**src/rtl/alu_seq_pkg.sv**
```systemverilog
// Shared definitions for the handshaked sequential ALU: opcode encodings,
// controller state type and status-flag bit positions.
package alu_pkg;

  // Legacy encodings
  localparam logic [3:0] OP_AND  = 4'b0000;
  localparam logic [3:0] OP_OR   = 4'b0001;
  localparam logic [3:0] OP_ADD  = 4'b0010;
  localparam logic [3:0] OP_SUB  = 4'b0110;
  localparam logic [3:0] OP_SLTU = 4'b0111;
  localparam logic [3:0] OP_NOR  = 4'b1100;
  // Extended encodings
  localparam logic [3:0] OP_SLT  = 4'b0011;
  localparam logic [3:0] OP_MUL  = 4'b1000;
  localparam logic [3:0] OP_SLL  = 4'b1001;
  localparam logic [3:0] OP_SRL  = 4'b1010;
  localparam logic [3:0] OP_SRA  = 4'b1011;

  typedef enum logic {
    ST_IDLE = 1'b0,
    ST_MUL  = 1'b1
  } state_t;

  // Bit positions inside the packed status-flag vector
  localparam int FLG_ZERO  = 0;
  localparam int FLG_NEG   = 1;
  localparam int FLG_CARRY = 2;
  localparam int FLG_OVF   = 3;
  localparam int FLG_ERR   = 4;
  localparam int NFLG      = 5;

endpackage

```
**src/rtl/alu_seq_if.sv**
```systemverilog
// Operand-fetch / write-back handshake bundle around the ALU.
// slave = the ALU's view, master = the driver/consumer view.
interface alu_seq_if #(
  parameter int N = 32
);
  logic         in_valid;
  logic         in_ready;
  logic [3:0]   in_op;
  logic [N-1:0] in_a;
  logic [N-1:0] in_b;
  logic         out_valid;
  logic         out_ready;
  logic [N-1:0] out_data;
  logic         out_zero;
  logic         out_neg;
  logic         out_carry;
  logic         out_ovf;
  logic         out_err;

  modport slave (
    input  in_valid, in_op, in_a, in_b, out_ready,
    output in_ready, out_valid, out_data,
    output out_zero, out_neg, out_carry, out_ovf, out_err
  );

  modport master (
    output in_valid, in_op, in_a, in_b, out_ready,
    input  in_ready, out_valid, out_data,
    input  out_zero, out_neg, out_carry, out_ovf, out_err
  );
endinterface

```
**src/rtl/alu_seq_mul.sv**
```systemverilog
// Iterative shift-add multiplier: one partial product per clock, N steps.
// o_done pulses during the final step; o_prod is valid in that same cycle
// (it is the accumulator value the final step would write).
module alu_mul_seq #(
  parameter int N = 32
) (
  input  logic         clk,
  input  logic         rst_n,
  input  logic         i_start,
  input  logic [N-1:0] i_a,
  input  logic [N-1:0] i_b,
  output logic         o_done,
  output logic [N-1:0] o_prod
);
  localparam int CW = $clog2(N) + 1;

  logic [CW-1:0] r_cnt;
  logic [N-1:0]  r_mcand;
  logic [N-1:0]  r_mplier;
  logic [N-1:0]  r_acc;
  logic [N-1:0]  w_acc_nxt;

  assign w_acc_nxt = r_acc + (r_mplier[0] ? r_mcand : '0);
  assign o_done    = (r_cnt == CW'(1));
  assign o_prod    = w_acc_nxt;

  // ---- step counter (control, reset) ----
  always_ff @(posedge clk or negedge rst_n) begin
    if (!rst_n) begin
      r_cnt <= '0;
    end else if (i_start) begin
      r_cnt <= CW'(N);
    end else if (r_cnt != '0) begin
      r_cnt <= r_cnt - CW'(1);
    end
  end

  // ---- operand shift registers and accumulator (data, no reset) ----
  always_ff @(posedge clk) begin
    if (i_start) begin
      r_mcand  <= i_a;
      r_mplier <= i_b;
      r_acc    <= '0;
    end else if (r_cnt != '0) begin
      r_acc    <= w_acc_nxt;
      r_mcand  <= r_mcand << 1;
      r_mplier <= r_mplier >> 1;
    end
  end

endmodule

```
**src/rtl/alu_seq.sv**
```systemverilog
// Handshaked N-bit ALU. Single-cycle ops are evaluated combinationally and
// land in the output register at the accept edge; MUL hands off to the
// iterative multiplier and the block stays busy until it completes.
module alu_seq
  import alu_pkg::*;
#(
  parameter int N = 32
) (
  input logic     clk,
  input logic     rst_n,
  alu_seq_if.slave bus
);
  localparam int SHW = $clog2(N);

  typedef struct packed {
    logic [N-1:0]    data;
    logic [NFLG-1:0] flg;
  } res_t;

  function automatic logic [NFLG-1:0] mk_flags(input logic [N-1:0] r,
                                               input logic c, input logic v,
                                               input logic e);
    logic [NFLG-1:0] f;
    f            = '0;
    f[FLG_ZERO]  = (r == '0);
    f[FLG_NEG]   = r[N-1];
    f[FLG_CARRY] = c;
    f[FLG_OVF]   = v;
    f[FLG_ERR]   = e;
    return f;
  endfunction

  // Carry on SUB is not-borrow; overflow compares result sign to A's sign
  // when the operands' effective signs agree.
  function automatic res_t alu_eval(input logic [3:0] op,
                                    input logic [N-1:0] a,
                                    input logic [N-1:0] b);
    logic [N:0]          sum;
    logic [N:0]          dif;
    logic signed [N-1:0] sa;
    logic signed [N-1:0] sb;
    logic [SHW-1:0]      sh;
    logic [N-1:0]        r;
    logic                c;
    logic                v;
    logic                e;
    res_t                res;
    sa  = $signed(a);
    sb  = $signed(b);
    sh  = b[SHW-1:0];
    sum = {1'b0, a} + {1'b0, b};
    dif = {1'b0, a} - {1'b0, b};
    r   = '0;
    c   = 1'b0;
    v   = 1'b0;
    e   = 1'b0;
    case (op)
      OP_AND:  r = a & b;
      OP_OR:   r = a | b;
      OP_NOR:  r = ~(a | b);
      OP_ADD: begin
        r = sum[N-1:0];
        c = sum[N];
        v = (a[N-1] == b[N-1]) && (r[N-1] != a[N-1]);
      end
      OP_SUB: begin
        r = dif[N-1:0];
        c = ~dif[N];
        v = (a[N-1] != b[N-1]) && (r[N-1] != a[N-1]);
      end
      OP_SLTU: r = {{(N-1){1'b0}}, (a < b)};
      OP_SLT:  r = {{(N-1){1'b0}}, (sa < sb)};
      OP_SLL:  r = a << sh;
      OP_SRL:  r = a >> sh;
      OP_SRA:  r = sa >>> sh;
      OP_MUL:  r = '0;
      default: e = 1'b1;
    endcase
    res.data = r;
    res.flg  = mk_flags(r, c, v, e);
    return res;
  endfunction

  state_t          r_state;
  logic            r_vld_p1;
  logic [N-1:0]    r_data_p1;
  logic [NFLG-1:0] r_flg_p1;

  logic            w_in_ready;
  logic            w_accept;
  logic            w_is_mul;
  logic            w_start;
  logic            w_done;
  logic            w_mul_done;
  logic [N-1:0]    w_prod;
  res_t            w_res;

  assign w_in_ready = (r_state == ST_IDLE) && (!r_vld_p1 || bus.out_ready);
  assign w_accept   = bus.in_valid && w_in_ready;
  assign w_is_mul   = (bus.in_op == OP_MUL);
  assign w_start    = w_accept && w_is_mul;
  assign w_mul_done = (r_state == ST_MUL) && w_done;
  assign w_res      = alu_eval(bus.in_op, bus.in_a, bus.in_b);

  alu_mul_seq #(.N(N)) u_mul (
    .clk     (clk),
    .rst_n   (rst_n),
    .i_start (w_start),
    .i_a     (bus.in_a),
    .i_b     (bus.in_b),
    .o_done  (w_done),
    .o_prod  (w_prod)
  );

  // ---- controller: IDLE accepts, MUL waits for the multiplier ----
  always_ff @(posedge clk or negedge rst_n) begin
    if (!rst_n) begin
      r_state <= ST_IDLE;
    end else begin
      case (r_state)
        ST_IDLE: if (w_start)    r_state <= ST_MUL;
        ST_MUL:  if (w_mul_done) r_state <= ST_IDLE;
        default:                 r_state <= ST_IDLE;
      endcase
    end
  end

  // ---- output stage p1: load on accept or MUL completion, hold while stalled ----
  always_ff @(posedge clk or negedge rst_n) begin
    if (!rst_n) begin
      r_vld_p1  <= 1'b0;
      r_data_p1 <= '0;
      r_flg_p1  <= '0;
    end else if (w_accept && !w_is_mul) begin
      r_vld_p1  <= 1'b1;
      r_data_p1 <= w_res.data;
      r_flg_p1  <= w_res.flg;
    end else if (w_mul_done) begin
      r_vld_p1  <= 1'b1;
      r_data_p1 <= w_prod;
      r_flg_p1  <= mk_flags(w_prod, 1'b0, 1'b0, 1'b0);
    end else if (bus.out_ready) begin
      r_vld_p1  <= 1'b0;
    end
  end

  assign bus.in_ready  = w_in_ready;
  assign bus.out_valid = r_vld_p1;
  assign bus.out_data  = r_data_p1;
  assign bus.out_zero  = r_flg_p1[FLG_ZERO];
  assign bus.out_neg   = r_flg_p1[FLG_NEG];
  assign bus.out_carry = r_flg_p1[FLG_CARRY];
  assign bus.out_ovf   = r_flg_p1[FLG_OVF];
  assign bus.out_err   = r_flg_p1[FLG_ERR];

endmodule

```
**src/flat_wrapper.sv**
```systemverilog
// flat-port wrapper written by rule: the top's interface ports become plain ports
module alu_seq_flat import alu_pkg::*;
#(
  parameter int N = 32
)
  (clk, rst_n, bus_in_valid, bus_in_op, bus_in_a, bus_in_b, bus_out_ready, bus_in_ready, bus_out_valid, bus_out_data, bus_out_zero, bus_out_neg, bus_out_carry, bus_out_ovf, bus_out_err);
  alu_seq_if #(.N(N)) bus_i ();
  input logic clk;
  input logic rst_n;
  input wire logic [$bits(bus_i.in_valid)-1:0] bus_in_valid;
  input wire logic [$bits(bus_i.in_op)-1:0] bus_in_op;
  input wire logic [$bits(bus_i.in_a)-1:0] bus_in_a;
  input wire logic [$bits(bus_i.in_b)-1:0] bus_in_b;
  input wire logic [$bits(bus_i.out_ready)-1:0] bus_out_ready;
  output wire logic [$bits(bus_i.in_ready)-1:0] bus_in_ready;
  output wire logic [$bits(bus_i.out_valid)-1:0] bus_out_valid;
  output wire logic [$bits(bus_i.out_data)-1:0] bus_out_data;
  output wire logic [$bits(bus_i.out_zero)-1:0] bus_out_zero;
  output wire logic [$bits(bus_i.out_neg)-1:0] bus_out_neg;
  output wire logic [$bits(bus_i.out_carry)-1:0] bus_out_carry;
  output wire logic [$bits(bus_i.out_ovf)-1:0] bus_out_ovf;
  output wire logic [$bits(bus_i.out_err)-1:0] bus_out_err;
  assign bus_i.in_valid = bus_in_valid;
  assign bus_i.in_op = bus_in_op;
  assign bus_i.in_a = bus_in_a;
  assign bus_i.in_b = bus_in_b;
  assign bus_i.out_ready = bus_out_ready;
  assign bus_in_ready = bus_i.in_ready;
  assign bus_out_valid = bus_i.out_valid;
  assign bus_out_data = bus_i.out_data;
  assign bus_out_zero = bus_i.out_zero;
  assign bus_out_neg = bus_i.out_neg;
  assign bus_out_carry = bus_i.out_carry;
  assign bus_out_ovf = bus_i.out_ovf;
  assign bus_out_err = bus_i.out_err;
  alu_seq #(.N(N)) u_core (.clk(clk), .rst_n(rst_n), .bus(bus_i));
endmodule
```
**config.mk**
```make
export PLATFORM = sky130hd
export DESIGN_NAME = alu_seq_flat
export DESIGN_NICKNAME = d
export VERILOG_FILES = /design/src/rtl/alu_seq_pkg.sv /design/src/rtl/alu_seq_if.sv /design/src/rtl/alu_seq_mul.sv /design/src/rtl/alu_seq.sv /design/src/flat_wrapper.sv
export SDC_FILE = /design/constraint.sdc
export NUM_CORES = 1
export LEC_CHECK = 0
export ABC_CLOCK_PERIOD_IN_PS = 9700
export BUFFER_PORTS_ARGS = -buffer_cell sky130_fd_sc_hd__buf_2
export CAP_MARGIN = 30
export CELL_PAD_IN_SITES_DETAIL_PLACEMENT = 1
export CELL_PAD_IN_SITES_GLOBAL_PLACEMENT = 2
export CORE_MARGIN = 5
export CORE_UTILIZATION = 40
export CTS_CLUSTER_SIZE = 12
export DETAILED_ROUTE_END_ITERATION = 8
export HOLD_SLACK_MARGIN = 0.06
export PLACE_DENSITY_LB_ADDON = 0.25
export SLEW_MARGIN = 20
export SYNTH_ARGS = -nofsm -noshare
export SYNTH_HDL_FRONTEND = slang
export SYNTH_SLANG_ARGS = --single-unit
```
**constraint.sdc**
```tcl
create_clock -name clk -period 9.7 [get_ports clk]
set_input_delay 1.455 -clock clk [delete_from_list [all_inputs] [get_ports clk]]
set_output_delay 1.455 -clock clk [all_outputs]
set_load 0.02 [all_outputs]
```
==> results of run 1 <==
worst max-delay path, cell delays in order:
cell and delay, ns:
buf_2 0.61, buf_4 0.59, nor2b_1 0.70, a2111oi_0 0.35
o21a_1 0.27, a211o_1 0.39, a211oi_1 0.90, nand2_1 0.14
nor4_2 0.39, nand4_1 0.22, nor4_1 0.44, nand4_1 0.14
nand3_1 0.09
final cells by class:
type	instances	area [µm²]
Clock inverter	12	98.8
Inverter	113	424
Sequential cell	140	3660
Clock buffer	20	478
Fill cell	5321	24100
Antenna cell	1	2.50
Tap cell	585	732
Multi-Input combinational cell	1823	12600
Timing Repair Buffer	145	836
sequential cells by signal, indices dropped and copies added (netlist names):
signal	count
u_core.bus.out_valid	1
u_core.u_mul.r_cnt	6
u_core.u_mul.r_acc	32
u_core.u_mul.r_mplier	32
u_core.r_state	1
u_core.u_mul.r_mcand	32
u_core.bus.out_data	31
u_core.r_flg_p1	5
final timing paths:
path | depth (start not counted) | slack (ns) | from | endpoint
setup / recovery | 13 | 3.34 | bus_in_b[1] | u_core.r_flg_p1[0]
hold / removal | 2 | 0.46 | u_core.u_mul.r_acc[26] | u_core.u_mul.r_acc[26]
setup reg to reg | 17 | 4.60 | u_core.u_mul.r_mplier[0] | u_core.r_flg_p1[0]
hold reg to reg | 2 | 0.46 | u_core.u_mul.r_acc[26] | u_core.u_mul.r_acc[26]
max in group asynchronous | 2 | 8.16 | rst_n | u_core.bus.out_data[16]
min in group asynchronous | 2 | 1.08 | rst_n | u_core.u_mul.r_cnt[3]
power by group:
group | switching [µW] | internal (µW)
Clock | 307 | 363
Combinational | 1560 | 818
Sequential | 171 | 955
stage by stage:
stage | hold WS, ns | utilization | setup WS, ns | std cells | area (µm²)
after floorplan | 0.436 | - | 4.32 | 2236 | 17300
after global placement | 0.444 | 0.424 | 3.05 | 2802 | 18200
after detailed placement | 0.451 | 0.424 | 3.04 | 2804 | 18200
after CTS | 0.460 | 0.437 | 3.55 | 2836 | 18800
after global routing | 0.481 | 0.438 | 3.32 | 2838 | 18800
final | 0.460 | 0.438 | 3.34 | 2839 | 18800
cell families after synthesis:
kind of cell | synth area share
DFF | 0.212
muxes | 0.0948
and+or+nand+nor | 0.220
adders and majority gates | 0.0974
xor gates and xnor gates | 0.0207
AOI/OAI and AO/OA | 0.291
buffers and inverters | 0.0650
layout by cell type, fill, tap and decap left out, types with 16 or more instances in the layout:
master | synthesis | routed
a31oi_1 | 17 | 17
buf_4 | 3 | 32
o22ai_1 | 32 | 32
o21a_1 | 21 | 21
a22oi_1 | 44 | 44
nor2b_1 | 21 | 21
nand2_1 | 261 | 260
a221oi_1 | 18 | 18
o211ai_1 | 33 | 33
clkbuf_16 | 0 | 18
a2111oi_0 | 18 | 17
nor3_1 | 61 | 61
o21ai_0 | 163 | 163
and2_1 | 38 | 38
o221ai_1 | 27 | 27
dfxtp_1 | 32 | 32
nand2b_1 | 26 | 26
buf_2 | 24 | 109
edfxtp_1 | 64 | 64
a21oi_1 | 155 | 155
nor2_1 | 201 | 200
dfrtp_1 | 44 | 44
ha_1 | 130 | 130
mux2_2 | 31 | 31
nand3_1 | 57 | 56
a211oi_1 | 35 | 35
xnor2_1 | 27 | 27
nor4_1 | 17 | 17
mux4_2 | 32 | 32
and3_1 | 17 | 16
mux2i_1 | 45 | 45
inv_1 | 110 | 110
nand4_1 | 21 | 21
a21o_1 | 32 | 32
per-layer routing:
layer	wire, µm	track usage	part of all wire	up-vias
li1	-	-	-	8385
met1	37700	0.487	0.44	9481
met2	38000	0.543	0.44	889
met3	6840	0.0698	0.079	193
met4	4010	0.146	0.046	2
met5	13	0	0.00015	-
==> out/qor.yml, run 1 <==
logic_synthesis:
  synth-async-reset-ratio: 0.314
  synth_area_leader_cell: "edfxtp_1"
  ys_warn_count: 0
  synth.avg_cell_area_um2: 7.75
  synth_cells: 2236
  synth_cell_types: 104
  synth_commonest_cells: "nand2_1, nor2_1, o21ai_0, a21oi_1, ha_1"
  yosysTopAreaCellShare: 0.111
  synth_area_um2: 17300
  synth_fp_nets: 2441
  ys_seq_area_frac: 0.212
  synth_edf_count: 64
  ys_ff_latch: 140
  ys.flop_type: "edfxtp_1"
  synthTopCellsByArea: "edfxtp_1, ha_1, dfrtp_1, nand2_1, o21ai_0"
  yosysMostFrequentCell: "nand2_1"
critical_path:
  arrival_ns: 6.77
  critPathRequiredTime_ns: 10.11
  critPathLaunchType: "input pin"
  worst-setup-path-type: "input pin to flop"
  crit_fanout: 47
  crit_path_end_kind: "flop"
global_routing:
  grt.overflow.total: 0
  grt_pass1_wl_um: 127000
  grt_use_total: 0.353
  antenna_found_initial: 2
  grt_pass1_vias: 18800
  grt_max_degree: 69
sta:
  fmax_mhz: 157
  tightest_slew_ns: 1.02
  rsz0062_at_grt: "false"
  finalSetupTns_ns: 0
  skew_ns: 0.0177
  fin_crit_sh: 0.656
  drv_slew: 0
  fin_crit_ns: 6.36
  slew-limit-headroom: 0.314
  setup_violations: 0
  hold_viol: 0
route:
  drt_wl_total_um: 86600
  wl_per_cell_um: 30.5
  via_per_inst: 6.67
  first_pass_iters: 7
  drtIter0Drc: 2022
  routed-via-count: 19000
  detail-route-antenna-nets: 0
  drc_errors: 0
clock_network:
  cts_htree_levels: 4
  hold_buffers: 0
  clk_latency_ns: 0.48
  clock_sinks: 140
  cts_buffer_depth: 2
  post_cts.repair.setup_buffers: 0
  cts_root_buffer: "clkbuf_16"
  path_clk_slew_ns: 0.07
  cts_made_buffers: 17
  cts_resized: 0
  cts_tree: "built"
cells_and_area:
  area_growth_pct: 8.74
  layout.nets: 2445
  layout-drive-gt1-share: 0.126
power_and_ir_drop:
  power_density_nw_per_um2: 222
  power_leakage_uw: 0.00792
  peakVddDrop_mv: 0.137
  finalPower_uw: 4170
hold_path:
  hold_class: "flop to flop"
floorplanning:
  chipWidth_um: 218
  coreArea_um2: 43000
  ioPinCount: 111
  die_h_um: 218
  start_util: 0.403
  num_rows: 76
  die_area_um2: 47600
flow_run:
  drv_cap: 0
run_status:
  status: "complete, no violations"
placed_design:
  dpl.hpwl_um: 67500
  gp_congestion: 1.09
  io_buffers: 110
No activity file was read; power rests on OpenSTA's default activity.
==> inputs of run 2 (changes only) <==
- ABC_CLOCK_PERIOD_IN_PS: 9700 -> 5530
- CORE_UTILIZATION: 40 -> 34
- clock period: 9.7 -> 5.53 ns (I/O delays scaled with it)
==> run 2 against run 1 <==
Clock power rose by 73%. Register-to-register slack got worse by 4.1 ns. Global-route usage fell by 3.1 points. Via count rose by 1.8%. Combinational power rose by 78%. Die area rose by 17%. Sequential share of layout area fell by 0.82 points. Total power rose by 77%. Wire length rose by 7.6%. Largest power group unchanged. Highest routed layer unchanged.
==> out/qor.yml, run 2 (same netlist as run 1, synthesis figures left out) <==
run_status:
  status: "complete, no violations"
clock_network:
  clk_latency_ns: 0.48  # about the same
  cts_root_buffer: "clkbuf_16"
  cts_resized: 0  # unchanged
  hold_buffers: 0  # unchanged
  path_clk_slew_ns: 0.07  # about the same
  clock_sinks: 140  # unchanged
  cts_htree_levels: 4  # unchanged
  cts_made_buffers: 17  # unchanged
  cts_buffer_depth: 2  # unchanged
  post_cts.repair.setup_buffers: 0  # unchanged
  cts_tree: "built"
critical_path:
  critPathLaunchType: "flop"
  crit_fanout: 12  # -74%
  r2r-end: "u_core.r_flg_p1[0]"
  worst-setup-path-type: "flop to flop"
  timing.rr.start: "u_core.u_mul.r_mplier[0]"
  arrival_ns: 5.39  # -1.38 ns
  rrSetupSlack_ns: 0.54  # -4.06 ns
  critPathRequiredTime_ns: 5.93  # -4.18 ns
  crit_path_end_kind: "flop"
  reg2reg_depth: 17  # unchanged
placed_design:
  dpl.hpwl_um: 75100  # +11%
  dp_cells: 2981  # +6.3%
  dpl_cell_area_um2: 19100  # +4.7%
  place_ws_ns: 0.168  # -2.87 ns
  io_buffers: 110  # unchanged
  gp_congestion: 1.01  # -7.4%
floorplanning:
  num_rows: 82  # +7.9%
  ioPinCount: 111  # unchanged
  chipWidth_um: 236  # +8.1%
  die_h_um: 236  # +8.1%
  die_area_um2: 55600  # +17%
  coreArea_um2: 50300  # +17%
  start_util: 0.345  # -0.0585
sta:
  hold_viol: 0  # unchanged
  worst_slack_ns: 0.542  # -2.80 ns
  setup_violations: 0  # unchanged
  fin_crit_sh: 0.902
  finalSetupTns_ns: 0  # unchanged
  tightest_slew_ns: 1.06  # +0.0398 ns
  skew_ns: 0.0192  # +0.00149 ns
  drv_slew: 0  # unchanged
  fmax_mhz: 200
  slew-limit-headroom: 0.294  # -0.0208
  fin_crit_ns: 4.99
  rsz0062_at_grt: "false"
cells_and_area:
  layout_common_cells: "nand2_1, nor2_1, o21ai_0"
  layout_commonest_cell: "nand2_1"
  layout-drive-gt1-share: 0.158  # +0.0324
  reg.largest.list: "u_core.u_mul.r_acc (32), u_core.u_mul.r_mcand (32), u_core.u_mul.r_mplier (32)"
  instances_no_fill: 3015  # +6.2%
  layout.nets: 2534  # +3.6%
  final_cell_area_um2: 19700  # +4.4%
  area_growth_pct: 13.5
power_and_ir_drop:
  power_density_nw_per_um2: 375  # +69%
  peakVddDrop_mv: 0.245  # +79%
  finalPower_uw: 7380  # +77%
  power_leakage_uw: 0.00837  # +5.6%
global_routing:
  grt_max_degree: 78  # +13%
  grt_use_total: 0.322  # -0.0310
  antenna_found_initial: 2  # unchanged
  grt_pass1_wl_um: 135000  # +6.8%
  grt_pass1_vias: 19300  # +2.5%
  grt.overflow.total: 0  # unchanged
route:
  via_per_inst: 6.40  # -4.2%
  routed-via-count: 19300  # +1.8%
  drt_wl_total_um: 93200  # +7.6%
  drtIter0Drc: 1726  # -15%
  detail-route-antenna-nets: 0  # unchanged
  wl_per_cell_um: 30.9  # +1.3%
  first_pass_iters: 5  # -2
  drc_errors: 0  # unchanged
flow_run:
  drv_cap: 0  # unchanged
hold_path:
  hold_class: "input pin to async pin"
==> run 2: critical path: stages (launching register included) <==
cell	delay (ns)
edfxtp_1	0.55
and2_1	0.20
ha_1	0.20
inv_1	0.07
fa_1	0.43
nor2b_1	0.16
o31a_1	0.24
o211ai_1	0.22
a21oi_1	0.54
nor2_1	0.11
xor2_1	0.41
nor4b_1	0.35
buf_4	0.20
nand4b_1	0.14
nor4_1	0.30
nand4_1	0.12
or4_1	0.55
nand3_1	0.11
==> run 2: where the power goes <==
| group | switching (µW) | internal [µW] |
|---|---|---|
| clock | 507 | 650 |
| combinational | 2740 | 1510 |
| sequential | 302 | 1670 |
==> run 2: routing by layer <==
metal,part of all wire,track usage
met3,0.066,0.0503
met4,0.031,0.0934
met2,0.46,0.527
met1,0.44,0.442
met5,0.00014,0
==> run 2: worst max path at each step <==
stage                                   from                  to  slack (ns)  depth (start not counted)
global placement                 bus_in_b[0]  u_core.r_flg_p1[0]         0.1                         16
detailed placement               bus_in_b[0]  u_core.r_flg_p1[0]        0.17                         16
finish              u_core.u_mul.r_mplier[0]  u_core.r_flg_p1[0]        0.54                         17
floorplan                        bus_in_b[3]  u_core.r_flg_p1[0]        0.77                         18
global route        u_core.u_mul.r_mplier[0]  u_core.r_flg_p1[0]        0.25                         17
CTS                 u_core.u_mul.r_mplier[0]  u_core.r_flg_p1[0]        0.62                         17
==> run 2: through the flow <==
stage	hold slack, ns	utilization
finish	0.457	0.391
CTS	0.439	0.391
global placement	0.441	0.379
detailed placement	0.453	0.380
global route	0.493	0.391
floorplan	0.436	-
==> run 2: area by class of cell <==
type / instances / area [µm²]
fillers: 6183 / 30600
multi-input cells: 1823 / 12600
flip-flops and latches: 140 / 3660
repair buffers: 234 / 1560
well taps: 672 / 841
clock buffers: 24 / 514
inverters: 113 / 424
clock inverters: 8 / 51.3
diodes: 1 / 2.50
